<file path="config.mk">
export PLATFORM = sky130hd
export DESIGN_NAME = prog_loader
export DESIGN_NICKNAME = d
export VERILOG_FILES = /design/src/rtl/nand_cpu_pkg.sv /design/src/rtl/prog_loader.sv
export SDC_FILE = /design/constraint.sdc
export NUM_CORES = 1
export LEC_CHECK = 0
export BUFFER_PORTS_ARGS = -buffer_cell sky130_fd_sc_hd__buf_4
export CORE_ASPECT_RATIO = 0.9
export CORE_UTILIZATION = 43
export DETAILED_ROUTE_END_ITERATION = 8
export PLACE_DENSITY = 0.73
export SLEW_MARGIN = 40
export SYNTH_ARGS = -nofsm -noshare
export SYNTH_HDL_FRONTEND = slang
export SYNTH_SLANG_ARGS = --single-unit
</file>
<file path="constraint.sdc">
create_clock -name clk -period 2.05 [get_ports clk]
set_clock_uncertainty 0.15 [all_clocks]
set_input_delay 0.205 -clock clk [delete_from_list [all_inputs] [get_ports clk]]
set_output_delay 0.205 -clock clk [all_outputs]
set_load 0.005 [all_outputs]
</file>
<file path="src/rtl/nand_cpu_pkg.sv">
// Shared types and constants for nand_cpu and its boot-time program loader.
package nand_cpu_pkg;

  // Loader command bytes (ASCII 'I', 'D', 'G')
  localparam logic [7:0] CMD_I  = 8'h49;
  localparam logic [7:0] CMD_D  = 8'h44;
  localparam logic [7:0] CMD_GO = 8'h47;

  // Loader sequencing states
  typedef enum logic [3:0] {
    LD_CMD     = 4'd0,
    LD_LEN_LO  = 4'd1,
    LD_LEN_HI  = 4'd2,
    LD_ADDR_LO = 4'd3,
    LD_ADDR_HI = 4'd4,
    LD_DATA    = 4'd5,
    LD_CKSUM   = 4'd6,
    LD_RUN     = 4'd7,
    LD_HALTED  = 4'd8,
    LD_ERR     = 4'd9
  } loader_state_e;

  // Target memory of the byte-wide write port
  typedef enum logic {
    SEL_IMEM = 1'b0,
    SEL_DMEM = 1'b1
  } mem_sel_e;

  // True in every state that consumes bytes from the input stream
  function automatic logic loader_accepts(input loader_state_e s);
    case (s)
      LD_CMD, LD_LEN_LO, LD_LEN_HI, LD_ADDR_LO,
      LD_ADDR_HI, LD_DATA, LD_CKSUM: loader_accepts = 1'b1;
      default:                       loader_accepts = 1'b0;
    endcase
  endfunction

endpackage

</file>
<file path="src/rtl/prog_loader.sv">
// Boot-time program loader: decodes a byte stream into I_MEM/D_MEM writes,
// holds nand_cpu in reset until GO, then tracks run/halt.
// Optional build macro PROG_LOADER_CKSUM_EN appends a per-command
// modulo-256 checksum byte after each load payload.
module prog_loader #(
  parameter int unsigned ADDR_W = 16,
  parameter logic [7:0]  CMD_I  = nand_cpu_pkg::CMD_I,
  parameter logic [7:0]  CMD_D  = nand_cpu_pkg::CMD_D,
  parameter logic [7:0]  CMD_GO = nand_cpu_pkg::CMD_GO
) (
  input  logic              clk,
  input  logic              n_rst,
  input  logic              in_valid,
  input  logic [7:0]        in_data,
  output logic              in_ready,
  output logic              mem_we,
  output logic              mem_sel,
  output logic [ADDR_W-1:0] mem_addr,
  output logic [7:0]        mem_wdata,
  output logic              cpu_n_rst,
  input  logic              cpu_halt,
  output logic              running,
  output logic              halted,
  output logic              err
);
  import nand_cpu_pkg::*;

  localparam int unsigned LEN_W = 16;

  loader_state_e     state_q,     state_d;
  mem_sel_e          sel_q,       sel_d;
  logic [LEN_W-1:0]  len_q,       len_d;
  logic [7:0]        addr_lo_q,   addr_lo_d;
  logic [ADDR_W-1:0] addr_q,      addr_d;
  logic              in_ready_q,  in_ready_d;
  logic              mem_we_q,    mem_we_d;
  mem_sel_e          mem_sel_q,   mem_sel_d;
  logic [ADDR_W-1:0] mem_addr_q,  mem_addr_d;
  logic [7:0]        mem_wdata_q, mem_wdata_d;
  logic              cpu_n_rst_q, cpu_n_rst_d;
  logic              running_q,   running_d;
  logic              halted_q,    halted_d;
  logic              err_q,       err_d;
`ifdef PROG_LOADER_CKSUM_EN
  logic [7:0]        cksum_q,     cksum_d;
`endif

  logic accept;
  assign accept = in_valid & in_ready_q;

  // Next-state and registered-output computation
  always_comb begin
    state_d     = state_q;
    sel_d       = sel_q;
    len_d       = len_q;
    addr_lo_d   = addr_lo_q;
    addr_d      = addr_q;
    mem_we_d    = 1'b0;
    mem_sel_d   = mem_sel_q;
    mem_addr_d  = mem_addr_q;
    mem_wdata_d = mem_wdata_q;
    cpu_n_rst_d = cpu_n_rst_q;
    running_d   = running_q;
    halted_d    = halted_q;
    err_d       = err_q;
`ifdef PROG_LOADER_CKSUM_EN
    cksum_d     = cksum_q;
`endif

    case (state_q)
      LD_CMD: begin
        if (accept) begin
          if (in_data == CMD_I || in_data == CMD_D) begin
            sel_d   = (in_data == CMD_D) ? SEL_DMEM : SEL_IMEM;
            state_d = LD_LEN_LO;
`ifdef PROG_LOADER_CKSUM_EN
            cksum_d = 8'h00;
`endif
          end else if (in_data == CMD_GO) begin
            state_d     = LD_RUN;
            cpu_n_rst_d = 1'b1;
            running_d   = 1'b1;
          end else begin
            state_d = LD_ERR;
            err_d   = 1'b1;
          end
        end
      end

      LD_LEN_LO: begin
        if (accept) begin
          len_d   = {len_q[15:8], in_data};
          state_d = LD_LEN_HI;
        end
      end

      LD_LEN_HI: begin
        if (accept) begin
          len_d   = {in_data, len_q[7:0]};
          state_d = LD_ADDR_LO;
        end
      end

      LD_ADDR_LO: begin
        if (accept) begin
          addr_lo_d = in_data;
          state_d   = LD_ADDR_HI;
        end
      end

      LD_ADDR_HI: begin
        if (accept) begin
          addr_d = ADDR_W'({in_data, addr_lo_q});
          if (len_q == LEN_W'(0)) begin
`ifdef PROG_LOADER_CKSUM_EN
            state_d = LD_CKSUM;
`else
            state_d = LD_CMD;
`endif
          end else begin
            state_d = LD_DATA;
          end
        end
      end

      LD_DATA: begin
        if (accept) begin
          mem_we_d    = 1'b1;
          mem_sel_d   = sel_q;
          mem_addr_d  = addr_q;
          mem_wdata_d = in_data;
          addr_d      = addr_q + ADDR_W'(1);
          len_d       = len_q - LEN_W'(1);
`ifdef PROG_LOADER_CKSUM_EN
          cksum_d     = cksum_q + in_data;
`endif
          if (len_q == LEN_W'(1)) begin
`ifdef PROG_LOADER_CKSUM_EN
            state_d = LD_CKSUM;
`else
            state_d = LD_CMD;
`endif
          end
        end
      end

`ifdef PROG_LOADER_CKSUM_EN
      LD_CKSUM: begin
        if (accept) begin
          if (in_data == cksum_q) begin
            state_d = LD_CMD;
          end else begin
            state_d = LD_ERR;
            err_d   = 1'b1;
          end
        end
      end
`endif

      LD_RUN: begin
        if (cpu_halt) begin
          state_d   = LD_HALTED;
          halted_d  = 1'b1;
          running_d = 1'b0;
        end
      end

      default: begin
      end
    endcase

    in_ready_d = loader_accepts(state_d);
  end

  // State and output registers with synchronous active-low reset
  always_ff @(posedge clk) begin
    if (!n_rst) begin
      state_q     <= LD_CMD;
      sel_q       <= SEL_IMEM;
      len_q       <= '0;
      addr_lo_q   <= '0;
      addr_q      <= '0;
      in_ready_q  <= 1'b1;
      mem_we_q    <= 1'b0;
      mem_sel_q   <= SEL_IMEM;
      mem_addr_q  <= '0;
      mem_wdata_q <= '0;
      cpu_n_rst_q <= 1'b0;
      running_q   <= 1'b0;
      halted_q    <= 1'b0;
      err_q       <= 1'b0;
`ifdef PROG_LOADER_CKSUM_EN
      cksum_q     <= '0;
`endif
    end else begin
      state_q     <= state_d;
      sel_q       <= sel_d;
      len_q       <= len_d;
      addr_lo_q   <= addr_lo_d;
      addr_q      <= addr_d;
      in_ready_q  <= in_ready_d;
      mem_we_q    <= mem_we_d;
      mem_sel_q   <= mem_sel_d;
      mem_addr_q  <= mem_addr_d;
      mem_wdata_q <= mem_wdata_d;
      cpu_n_rst_q <= cpu_n_rst_d;
      running_q   <= running_d;
      halted_q    <= halted_d;
      err_q       <= err_d;
`ifdef PROG_LOADER_CKSUM_EN
      cksum_q     <= cksum_d;
`endif
    end
  end

  assign in_ready  = in_ready_q;
  assign mem_we    = mem_we_q;
  assign mem_sel   = mem_sel_q;
  assign mem_addr  = mem_addr_q;
  assign mem_wdata = mem_wdata_q;
  assign cpu_n_rst = cpu_n_rst_q;
  assign running   = running_q;
  assign halted    = halted_q;
  assign err       = err_q;

endmodule

</file>
* Word level (Yosys, flattened, before mapping)
Index checks and enable logic that the tools add are counted.
** Word-level totals
- Register bits :: 76
- Input port bits :: 12
- Output and inout port bits :: 31
- Logic and storage cells :: 93
** Operators by class
- $add $sub $neg :: 2
- Equality and inequality tests :: 24
- Multiplexer cells :: 27
- Bitwise operators :: 5
- Reduce and logical (&&, ||, !) cells :: 20
** Operators with widths (count)
- $mux W16 :: 4
- $pmux W16 S3 :: 1
- $mux W4 :: 10
- $pmux W16 S2 :: 1
- $pmux W4 S7 :: 1
- $eq A4 B3 Y1 const B :: 6
- $eq A8 B7 Y1 const B :: 3
- $add A16 B1 Y16 const B :: 1
- $eq A16 B1 Y1 const B :: 1
- $eq A4 B2 Y1 const B :: 4
- $logic_not A16 Y1 :: 1
- $ne A2 B2 Y1 const B :: 8
- $reduce_and A4 Y1 :: 4
- $sub A16 B1 Y16 const B :: 1
- $eq A4 B1 Y1 const B :: 2
- $logic_not A4 Y1 :: 2
- $mux W8 :: 1
- $reduce_and A2 Y1 :: 4
- $reduce_bool A2 Y1 :: 4
- $mux W1 :: 7
- $reduce_or A7 Y1 :: 1
- $reduce_and A3 Y1 :: 2
- $reduce_and A5 Y1 :: 1
- $not A1 Y1 :: 4
- other kinds (4) :: 4

* Depth between registers and ports, before layout
Gate-level depths: netlist of the first run.
- Depth in word-level cells :: 8
- Depth in mapped cells :: 8
- Mapped depth without buffers :: 8

* Least setup slack after synthesis of the first run
Ideal clock, no wire load.
- Path type :: reg-to-reg
- From :: register len_q[2]
- To :: register len_q[15]
- Library setup time :: 0.132 ns
- Arrival time :: 1.735 ns
- Data required time :: 1.768 ns
- Setup slack :: 0.033 ns
- Stages on the path, launching flop included :: 7
- Path buffers :: 0
- Clock period less this slack :: 2.017 ns
- Cells stage by stage :: dfxtp_1 or4_4 nor3_2 nor4b_2 mux2_1 nand2_1 a21oi_1
** On the way
- Cells in the longest elaborated chain, start to end :: 3
** Ends and longest elaborated chain
- from (decl) :: line prog_loader.sv:32 : logic [LEN_W-1:0] len_q, len_d;
- from (signal assigned) :: line prog_loader.sv:198 : len_q <= len_d;
- $sub A16 B1 Y16 :: line prog_loader.sv:133 : len_d = len_q - LEN_W'(1);
- $mux W16 :: line prog_loader.sv:127 : if (accept) begin
- $pmux W16 S3 :: line prog_loader.sv:70 : case (state_q)
No other way between the ends. The select of a mux whose other input is x is not followed.
A chain may end at the register's enable or synchronous reset.

* Final worst setup path of the first run
- From :: register len_q[2]
- To :: register state_q[0]
** On the way
- Cells in the longest elaborated chain, start to end :: 4
- Elaborated cells between the ends (all ways) :: 7
- Classes of those cells :: eq/ne (1); mux (5); reduce/logical (1)
** Ends and longest elaborated chain
- $eq A16 B1 Y1 / $logic_not A16 Y1 (equally long branches) :: line prog_loader.sv:137, prog_loader.sv:114
- $mux W4 / $mux W3 (equally long branches) :: line prog_loader.sv:137, prog_loader.sv:114
- $mux W4 (on tied branches) :: line prog_loader.sv:127, prog_loader.sv:112
- $pmux W4 S7 (*) :: line prog_loader.sv:70
- to (signal assigned) :: line prog_loader.sv:196 : state_q <= state_d;
- to (decl) :: line prog_loader.sv:30 : loader_state_e state_q, state_d;
Mark *: on every way between the ends. The rest lies on a longest branch, timed or not.

==> results.md, run 1 <==
- CP Max Fanout: 3
- HP Class: in -> reg
- Setup tns final: 0 ns
- Initial antenna violation count: 0
- Clock sink count: 76
- EDFF count, synth: 0
- Unrepaired setup endpoints after global routing: yes
- Number of global-route vias before repair: 3437
- Die W: 100 um
- Final GP Congestion: 0.922
- Setup violators final: 0
- Post-synthesis register bit count: 76
- Routed wire length per instance: 15.7 um
- Total CTS buffers: 9
- WP data required: 2.15 ns
- Total of max-cap violations: 0
- Site row count: 31
- Layout area overhead: 25.9%
- CTS tree: built
- Starting Density: 45.4%
- Largest net degree at the start of global routing: 38
- Post-synthesis cell area: 3740 um2
- P per Cell Area: 926 nW/um2
- DRC: 0
- Register area share after synthesis: 40.7%
- Share of cells above drive strength 1: 23.8%
- Peak supply drop: 315 uV
- Grt ovf: 0
- Final Hold Fails: 0
- NetSw: 1.55 mW
- CP Capture Type: flip-flop
- First-pass GRT wire length: 16600 um
- Switch share: 35.6%
- Worst Max-Slew Pin Slew: 0.515 ns
- Synth cell types: 60
- Vias per Instance: 5.74
- Part of the power in registers: 39.5%
- Antenna Cells: 0
- Placed insts: 652
- Top Family by Delay on Critical Path: simple AND/OR/NAND/NOR gates
- Detail Placement HPWL: 7040 um
- Crit-path max cell delay: 0.57 ns
- Part of the power in the clock network: 26.1%
- Gate power share: 34.4%
- CP Class: reg -> reg
- Nets: 567
- Async SR Flop Fraction: 0%
- Slew Limit Fails: 0
- Buffers on Ports: 42
- Initial DRC Count: 300
- Total track usage: 23.3%
- Int Power: 2.81 mW
- Primary FF master, synth: dfxtp_1
- CTS max path bufs: 2
- Drt pass-1 iters: 5
- CP Launch Type: flip-flop
- Clock Latency Late Sink: 0.36 ns
- Mapped Cells: 488
- Outcome: completed
- Maximum operating frequency: 497 MHz
- Die Area: 9070 um2
- Slew headroom: 65.6%
- Via count: 3844
- CP Buf/Inv Count: 0
- Crit-path cells: or4_4 -> nor4_4 -> a31oi_2 -> o21ai_0 -> nand3b_1 -> and2_1
- Final Cycle Share: 98.1%
- Clock-pin slew on the worst setup and hold paths: 0.08 ns
- Syn_nets: 504
- IO Pins: 43
- Syn avg cell area: 7.66 um2
- Core Footprint: 8220 um2
- Final min period: 2.01 ns
- DRT antenna net count: 0
- CP Data Arrival Time: 2.12 ns
- Post-route insts no fill: 670
- Die Y-Extent: 90.4 um
- Routed wire length: 10500 um
- Root buffer cell: clkbuf_8
- Htree depth: 3
- Leakage: 1.75 nW
- Slowest CP cell: or4_4
- Ys Warns: 0
## cell usage in the layout (no fill, tap or decap), types with 6 or more instances in the layout
master	n
a22o_1	6
nand2_1	87
buf_4	81
inv_1	6
a22oi_1	7
o21ai_1	15
a21oi_1	62
clkbuf_8	9
nor2_1	54
mux2i_1	8
o21ai_0	22
a31oi_1	6
nand3_1	11
dfxtp_1	75
## tightest hold or removal path, delay by kind of cell
kind | cells | cell delay [ns]
AOI/OAI and AO/OA | 1 | 0.05
buffers and inverters | 1 | 0.15
and+or+nand+nor | 1 | 0.06
## repair_timing
item | 4_1_cts | 5_1_grt
buffers inserted | 0 | 1
endpoints found under the setup margin | 0 | 17
hold buffers | 2 | 0
endpoints found under the hold margin | 3 | 0
resized for setup | 0 | 23
## synth_stat cells, types with 3 or more instances
master / number / share of area, %
ha_1: 4 / 1.3
or3_1: 3 / 0.50
a22o_1: 6 / 1.4
nand3_1: 12 / 1.6
o22ai_1: 3 / 0.50
nor3_1: 7 / 0.94
buf_1: 4 / 0.40
and3_1: 4 / 0.67
nand2_1: 88 / 8.8
nand2b_1: 5 / 0.84
nor2_1: 55 / 5.5
nand4_1: 4 / 0.67
buf_2: 5 / 0.67
and2_1: 6 / 1.0
inv_1: 7 / 0.70
a22oi_1: 7 / 1.4
mux2i_1: 8 / 2.1
clkbuf_1: 23 / 2.3
a211oi_1: 4 / 0.80
a21oi_1: 62 / 8.3
o21ai_1: 16 / 2.1
dfxtp_1: 76 / 41
nor2b_1: 4 / 0.67
a31oi_1: 8 / 1.3
o21ai_0: 22 / 2.9
## path summary, 6_finish.rpt
check,from,endpoint,slack [ns],cells past startpoint
setup / recovery,len_q[2],state_q[0],0.04,6
setup reg to reg,len_q[2],state_q[0],0.04,6
hold reg to reg,mem_wdata[0],mem_wdata[0],0.31,2
hold / removal,in_data[7],mem_wdata[7],0.01,3
## cells by family after synthesis
family	count (synthesis)	synth area share (%)
AND/OR/NAND/NOR	207	26.5
adder cells (fa/ha/maj)	4	1.34
AO/OA/AOI/OAI	151	24.5
multiplexers	9	2.44
XOR/XNOR	1	0.234
flip-flops	76	40.7
buffers and inverters	40	4.29
## state kept, by name (all words and copies together), names as in the netlist
signal	cells
halted	1
running	1
addr_q	16
in_ready	1
mem_sel	1
mem_we	1
cpu_n_rst	1
addr_lo_q	8
err	1
sel_q	1
mem_addr	16
state_q	4
len_q	16
mem_wdata	8
## through the flow
stage | power, mW | hold slack [ns] | setup WS (ns) | util, % | area, um2
finish | 4.35 | 0.0130 | 0.0390 | 57.2 | 4700
global route | 4.57 | 0.0164 | -0.0455 | 57.2 | 4700
CTS | 4.19 | 0.00401 | 0.00660 | 55.8 | 4590
detailed placement | 3.07 | 0.299 | 0.0262 | 53.3 | 4380
global placement | 3.04 | 0.291 | 0.0673 | 53.3 | 4380
floorplan | 2.60 | 0.191 | 0.0331 | - | 3740
## per-layer routing
layer	vias to the layer above	track usage, %	part of all wire [%]
met5	-	0	0
met4	0	9.54	2.5
met3	26	5.42	7.8
met2	185	35.4	45
met1	1787	31.5	45
li1	1846	-	-
## power groups by stage
| stage | Clock (mW) | Combinational (mW) | Sequential (mW) |
|---|---|---|---|
| after floorplan | 0 | 0.909 | 1.69 |
| after global placement | 0 | 1.30 | 1.74 |
| after detailed placement | 0 | 1.33 | 1.74 |
| after CTS | 1.15 | 1.33 | 1.71 |
| after global routing | 1.22 | 1.62 | 1.74 |
| final | 1.14 | 1.50 | 1.72 |
## cell type report
class / count / area (um2)
fill: 776 / 3520
multi-input combinational: 372 / 2160
sequential: 76 / 1520
timing repair buffer: 85 / 659
tap: 115 / 144
clock buffer: 9 / 124
clock inverter: 6 / 63.8
inverter: 7 / 26.3
Power figures use the tool's default switching activity.
==> run 2: changes to the inputs <==
--- a/config.mk
+++ b/config.mk
@@ -5,11 +5,11 @@
 export SDC_FILE = /design/constraint.sdc
 export NUM_CORES = 1
 export LEC_CHECK = 0
-export BUFFER_PORTS_ARGS = -buffer_cell sky130_fd_sc_hd__buf_4
+export BUFFER_PORTS_ARGS = -buffer_cell sky130_fd_sc_hd__buf_2
 export CORE_ASPECT_RATIO = 0.9
 export CORE_UTILIZATION = 43
+export CTS_CLUSTER_DIAMETER = 120
 export DETAILED_ROUTE_END_ITERATION = 8
-export PLACE_DENSITY = 0.73
 export SLEW_MARGIN = 40
 export SYNTH_ARGS = -nofsm -noshare
 export SYNTH_HDL_FRONTEND = slang
==> run 2 against run 1 <==
Against the previous run:
- power is 0.36% higher
- core utilization is 0.12 points lower
- critical path type unchanged
- sequential power hardly changed
- largest power group unchanged
- flip-flop and latch count stayed put
==> results.md, run 2 (same netlist as run 1, synthesis figures left out) <==
- Grt ovf: 0
- Most common cell after layout, fill and taps aside: nand2_1
- Commonest cells after routing, fill and taps aside: 86 x nand2_1, 72 x dfxtp_1, 61 x a21oi_1
- Outcome: completed
- Final GP Congestion: 0.923
- DRT antenna net count: 0
- Largest net degree at the start of global routing: 60
- Number of global-route vias before repair: 3577
- Placed cell areas: 4350 um2
- Setup crit start: len_q[10]
- Nets: 576
- CTS max path bufs: 2
- Drt pass-1 iters: 5
- Post-route insts no fill: 680
- IO Pins: 43
- Hold WS: 0.0410 ns
- Buffers on Ports: 42
- Clock Latency Late Sink: 0.35 ns
- Core Footprint: 8220 um2
- Share of cells above drive strength 1: 26.5%
- Maximum operating frequency: 499 MHz
- Htree depth: 3
- Root buffer cell: clkbuf_8
- Routed wire length per instance: 15.6 um
- Clock-pin slew on the worst setup and hold paths: 0.08 ns
- WP data required: 2.13 ns
- Peak supply drop: 408 uV
- First-pass GRT wire length: 17600 um
- Placed insts: 660
- Final Cycle Share: 97.8%
- CTS tree: built
- P per Cell Area: 931 nW/um2
- Starting Density: 45.4%
- # fillers: 795
- Detail Placement HPWL: 7330 um
- Hold_buf cts: 0
- Die W: 100 um
- CP Data Arrival Time: 2.09 ns
- Vias per Instance: 5.55
- HP Start: in_data[0]
- Die Area: 9070 um2
- Die Y-Extent: 90.4 um
- Design Area, Final: 4690 um2
- Initial antenna violation count: 0
- Site row count: 31
- Hold depth: 3
- Final Hold Fails: 0
- Worst reg2reg path depth: 6
- CP Launch Type: flip-flop
- Unrepaired setup endpoints after global routing: yes
- Total track usage: 24.6%
- Clock sink count: 76
- Setup violators final: 0
- Slew Limit Fails: 0
- Placement Setup Slack: -0.299 ns
- Via count: 3775
- CP Class: reg -> reg
- CP Capture Type: flip-flop
- Total CTS buffers: 9
- Slew headroom: 66.1%
- Worst r2r src: len_q[10]
- Worst Max-Slew Pin Slew: 0.508 ns
- Initial DRC Count: 186
- Layout area overhead: 25.7%
- Total of max-cap violations: 0
- Fin worst setup slack: 0.0444 ns
- Routed wire length: 10600 um
- Post-route core utilization: 57.1%
- Leakage: 1.79 nW
- HP Class: in -> reg
- DRC: 0
- Final min period: 2.01 ns
- CP Max Fanout: 3
- Antenna Cells: 0
==> run 2: cell types whose count changed in the layout (fill, tap and decap cells not counted), moves of 2 or more <==
cell	previous run	this run
dlygate4sd3_1	2	0
inv_1	6	4
inv_2	1	3
nand2b_1	5	3
dfxtp_1	75	72
dfxtp_2	1	4
buf_4	81	50
buf_2	0	42
==> run 2: final timing paths <==
| check | slack [ns] | to |
|---|---|---|
| min | 0.04 | mem_wdata[0] |
| max reg2reg | 0.04 | len_q[15] |
| max | 0.04 | len_q[15] |
| min reg2reg | 0.30 | mem_wdata[7] |
==> run 2: timing repair <==
item	in CTS	in global routing
setup buffers	0	4
endpoints found under the setup margin	3	12
resized for setup	7	25
pin swaps	1	10
==> run 2: report_power, final <==
group	total, mW	internal (mW)	switching [mW]
Clock	1.06	0.475	0.581
Combinational	1.59	0.727	0.864
Sequential	1.72	1.59	0.131
==> run 2: metal layers <==
layer | vias up | track usage (%) | wire [um]
met4 | 0 | 9.30 | 195
met3 | 20 | 4.10 | 645
li1 | 1868 | - | -
met5 | - | 0 | 0
met2 | 131 | 37.3 | 4470
met1 | 1756 | 34.8 | 5270
==> run 2: through the flow <==
stage | power [mW] | setup TNS, ns
finish | 4.37 | 0
global route | 4.63 | -0.0174
CTS | 4.24 | 0
detailed placement | 3.10 | -0.557
global placement | 3.09 | -0.546
floorplan | 2.60 | 0
==> run 2: final cells by class <==
type / count / area, um2 / area share (%)
repair buffers: 94 / 626 / 13.3
flip-flops and latches: 76 / 1530 / 32.5
clock inverters: 5 / 36.3 / 0.773
clock buffers: 11 / 141 / 3.01
well taps: 115 / 144 / 3.07
inverters: 7 / 26.3 / 0.560
multi-input cells: 372 / 2190 / 46.7
==> run 2: worst max-delay path, stage by stage (launching register included) <==
cell,delay [ns]
dfxtp_1,0.32
or4_4,0.57
buf_4,0.17
nor4b_4,0.23
mux2_4,0.33
nand2_1,0.07
a21oi_1,0.06
==> run 3: changes to the inputs <==
--- a/config.mk
+++ b/config.mk
@@ -10,6 +10,7 @@
 export CORE_UTILIZATION = 43
 export CTS_CLUSTER_DIAMETER = 120
 export DETAILED_ROUTE_END_ITERATION = 8
+export REMOVE_ABC_BUFFERS = 1
 export SLEW_MARGIN = 40
 export SYNTH_ARGS = -nofsm -noshare
 export SYNTH_HDL_FRONTEND = slang
==> run 3 against run 2 <==
Against the previous run:
- critical path type unchanged
- cell area is 0.16% higher
- first-iteration DRC count down 25%
- routed wire length rose by 0.47%
- clock-buffer cell count decreased by 2
- global-route usage up 0.27 points
- sequential share of layout area barely moved
- power up 1.3%
- the flow now finishes with violations (setup timing)
- critical path depth unchanged
- maximum frequency decreased by 2.3%
==> results.md, run 3 (same netlist as run 1, synthesis figures left out) <==
- Outcome: complete, but fails checks
- Failing checks: setup timing
- Design Area, Final: 4700 um2
- Root buffer cell: clkbuf_8
- Placed cell areas: 4370 um2
- WP data required: 2.10 ns
- Slew headroom: 57.2%
- HP Class: in -> reg
- CP Class: reg -> reg
- CTS max path bufs: 2
- Largest net degree at the start of global routing: 32
- Die W: 100 um
- Grt ovf: 0
- Worst reg2reg path depth: 6
- CP Max Fanout: 3
- Placed insts: 660
- Final min period: 2.05 ns
- Most common cell after layout, fill and taps aside: nand2_1
- Via count: 3788
- Clock-pin slew on the worst setup and hold paths: 0.09 ns
- Site row count: 31
- Total CTS buffers: 9
- Commonest cells after routing, fill and taps aside: 86 x nand2_1, 71 x dfxtp_1, 62 x a21oi_1
- Detail Placement HPWL: 7290 um
- IO Pins: 43
- Fin worst setup slack: -0.00202 ns
- Final GP Congestion: 0.858
- P per Cell Area: 941 nW/um2
- Leakage: 1.80 nW
- Routed wire length per instance: 15.7 um
- Clock Latency Late Sink: 0.35 ns
- DRC: 0
- Setup tns final: -0.00202 ns
- Unrepaired setup endpoints after global routing: yes
- Core Footprint: 8220 um2
- Clock sink count: 76
- CP Launch Type: flip-flop
- Initial antenna violation count: 0
- Number of global-route vias before repair: 3508
- Setup violators final: 1
- CP Capture Type: flip-flop
- Hold_buf cts: 0
- Placement Setup Slack: -0.0542 ns
- Total of max-cap violations: 0
- Total track usage: 24.9%
- Worst Max-Slew Pin Slew: 0.641 ns
- Htree depth: 3
- Die Y-Extent: 90.4 um
- Maximum operating frequency: 487 MHz
- DRT antenna net count: 0
- Hold depth: 3
- Routed wire length: 10600 um
- Nets: 574
- Slew Limit Fails: 0
- Drt pass-1 iters: 5
- CP Data Arrival Time: 2.11 ns
- Die Area: 9070 um2
- Starting Density: 45.4%
- Layout area overhead: 25.9%
- Peak supply drop: 663 uV
- Post-route insts no fill: 677
- Final Cycle Share: 100%
- CTS tree: built
- Final Hold Fails: 0
- First-pass GRT wire length: 17600 um
- Vias per Instance: 5.60
- Initial DRC Count: 140
- Buffers on Ports: 42
- Share of cells above drive strength 1: 26.7%
- Antenna Cells: 0
## run 3: changes by cell type in the layout (fill, tap and decap cells not counted), sizes merged
cell	before	now
clkinv	1	2
buf	94	92
bufinv	0	1
clkinvlp	3	2
clkbuf	11	9
## run 3: area by class of cell
cell class                 count  area (um2)
clock buffer                   9         124
clock inverter                 6        63.8
fill                         801        3520
inverter                       7        26.3
multi-input combinational    372        2180
sequential                    76        1530
tap                          115         144
timing repair buffer          92         639
## run 3: worst paths after layout
kind / start / endpoint / slack (ns)
max: len_q[3] / len_q[15] / -0.002
min: in_data[5] / mem_wdata[5] / 0.03
max reg2reg: len_q[3] / len_q[15] / -0.002
min reg2reg: mem_addr[9] / mem_addr[9] / 0.30
## run 3: report_power, final
group	switching (mW)	total [mW]	internal (mW)
clock	0.583	1.14	0.556
combinational	0.844	1.56	0.717
sequential	0.134	1.73	1.59
total	1.56	4.43	2.87
## run 3: critical path: stages (launching register included)
cell and delay [ns]:
dfxtp_2 0.33, or4_4 0.57, nor3_4 0.15, nor4b_4 0.26, mux2_4 0.33, nand2_1 0.07, a21oi_1 0.06
## run 3: through the flow
stage / hold WS [ns] / total power [mW] / util (%)
2_1_floorplan: 0.173 / 2.55 / -
3_3_place_gp: 0.289 / 3.11 / 53.2
3_5_place_dp: 0.293 / 3.13 / 53.2
4_1_cts: 0.00919 / 4.34 / 55.9
5_1_grt: 0.0233 / 4.70 / 57.2
6_report: 0.0287 / 4.43 / 57.2
## run 3: routing by layer
metal	wire length [um]	up-vias	global-route usage (%)
met1	4970	1766	34.3
met4	228	0	8.21
met2	4800	135	38.4
li1	-	1871	-
met5	0	-	0
met3	625	16	5.34
## run 3: repair_timing
action	CTS	global route
setup endpoints to repair	10	33
gates resized for setup	7	28
pin swaps	2	6
gates cloned	0	0
buffers inserted	0	2
endpoints found under the hold margin	0	0
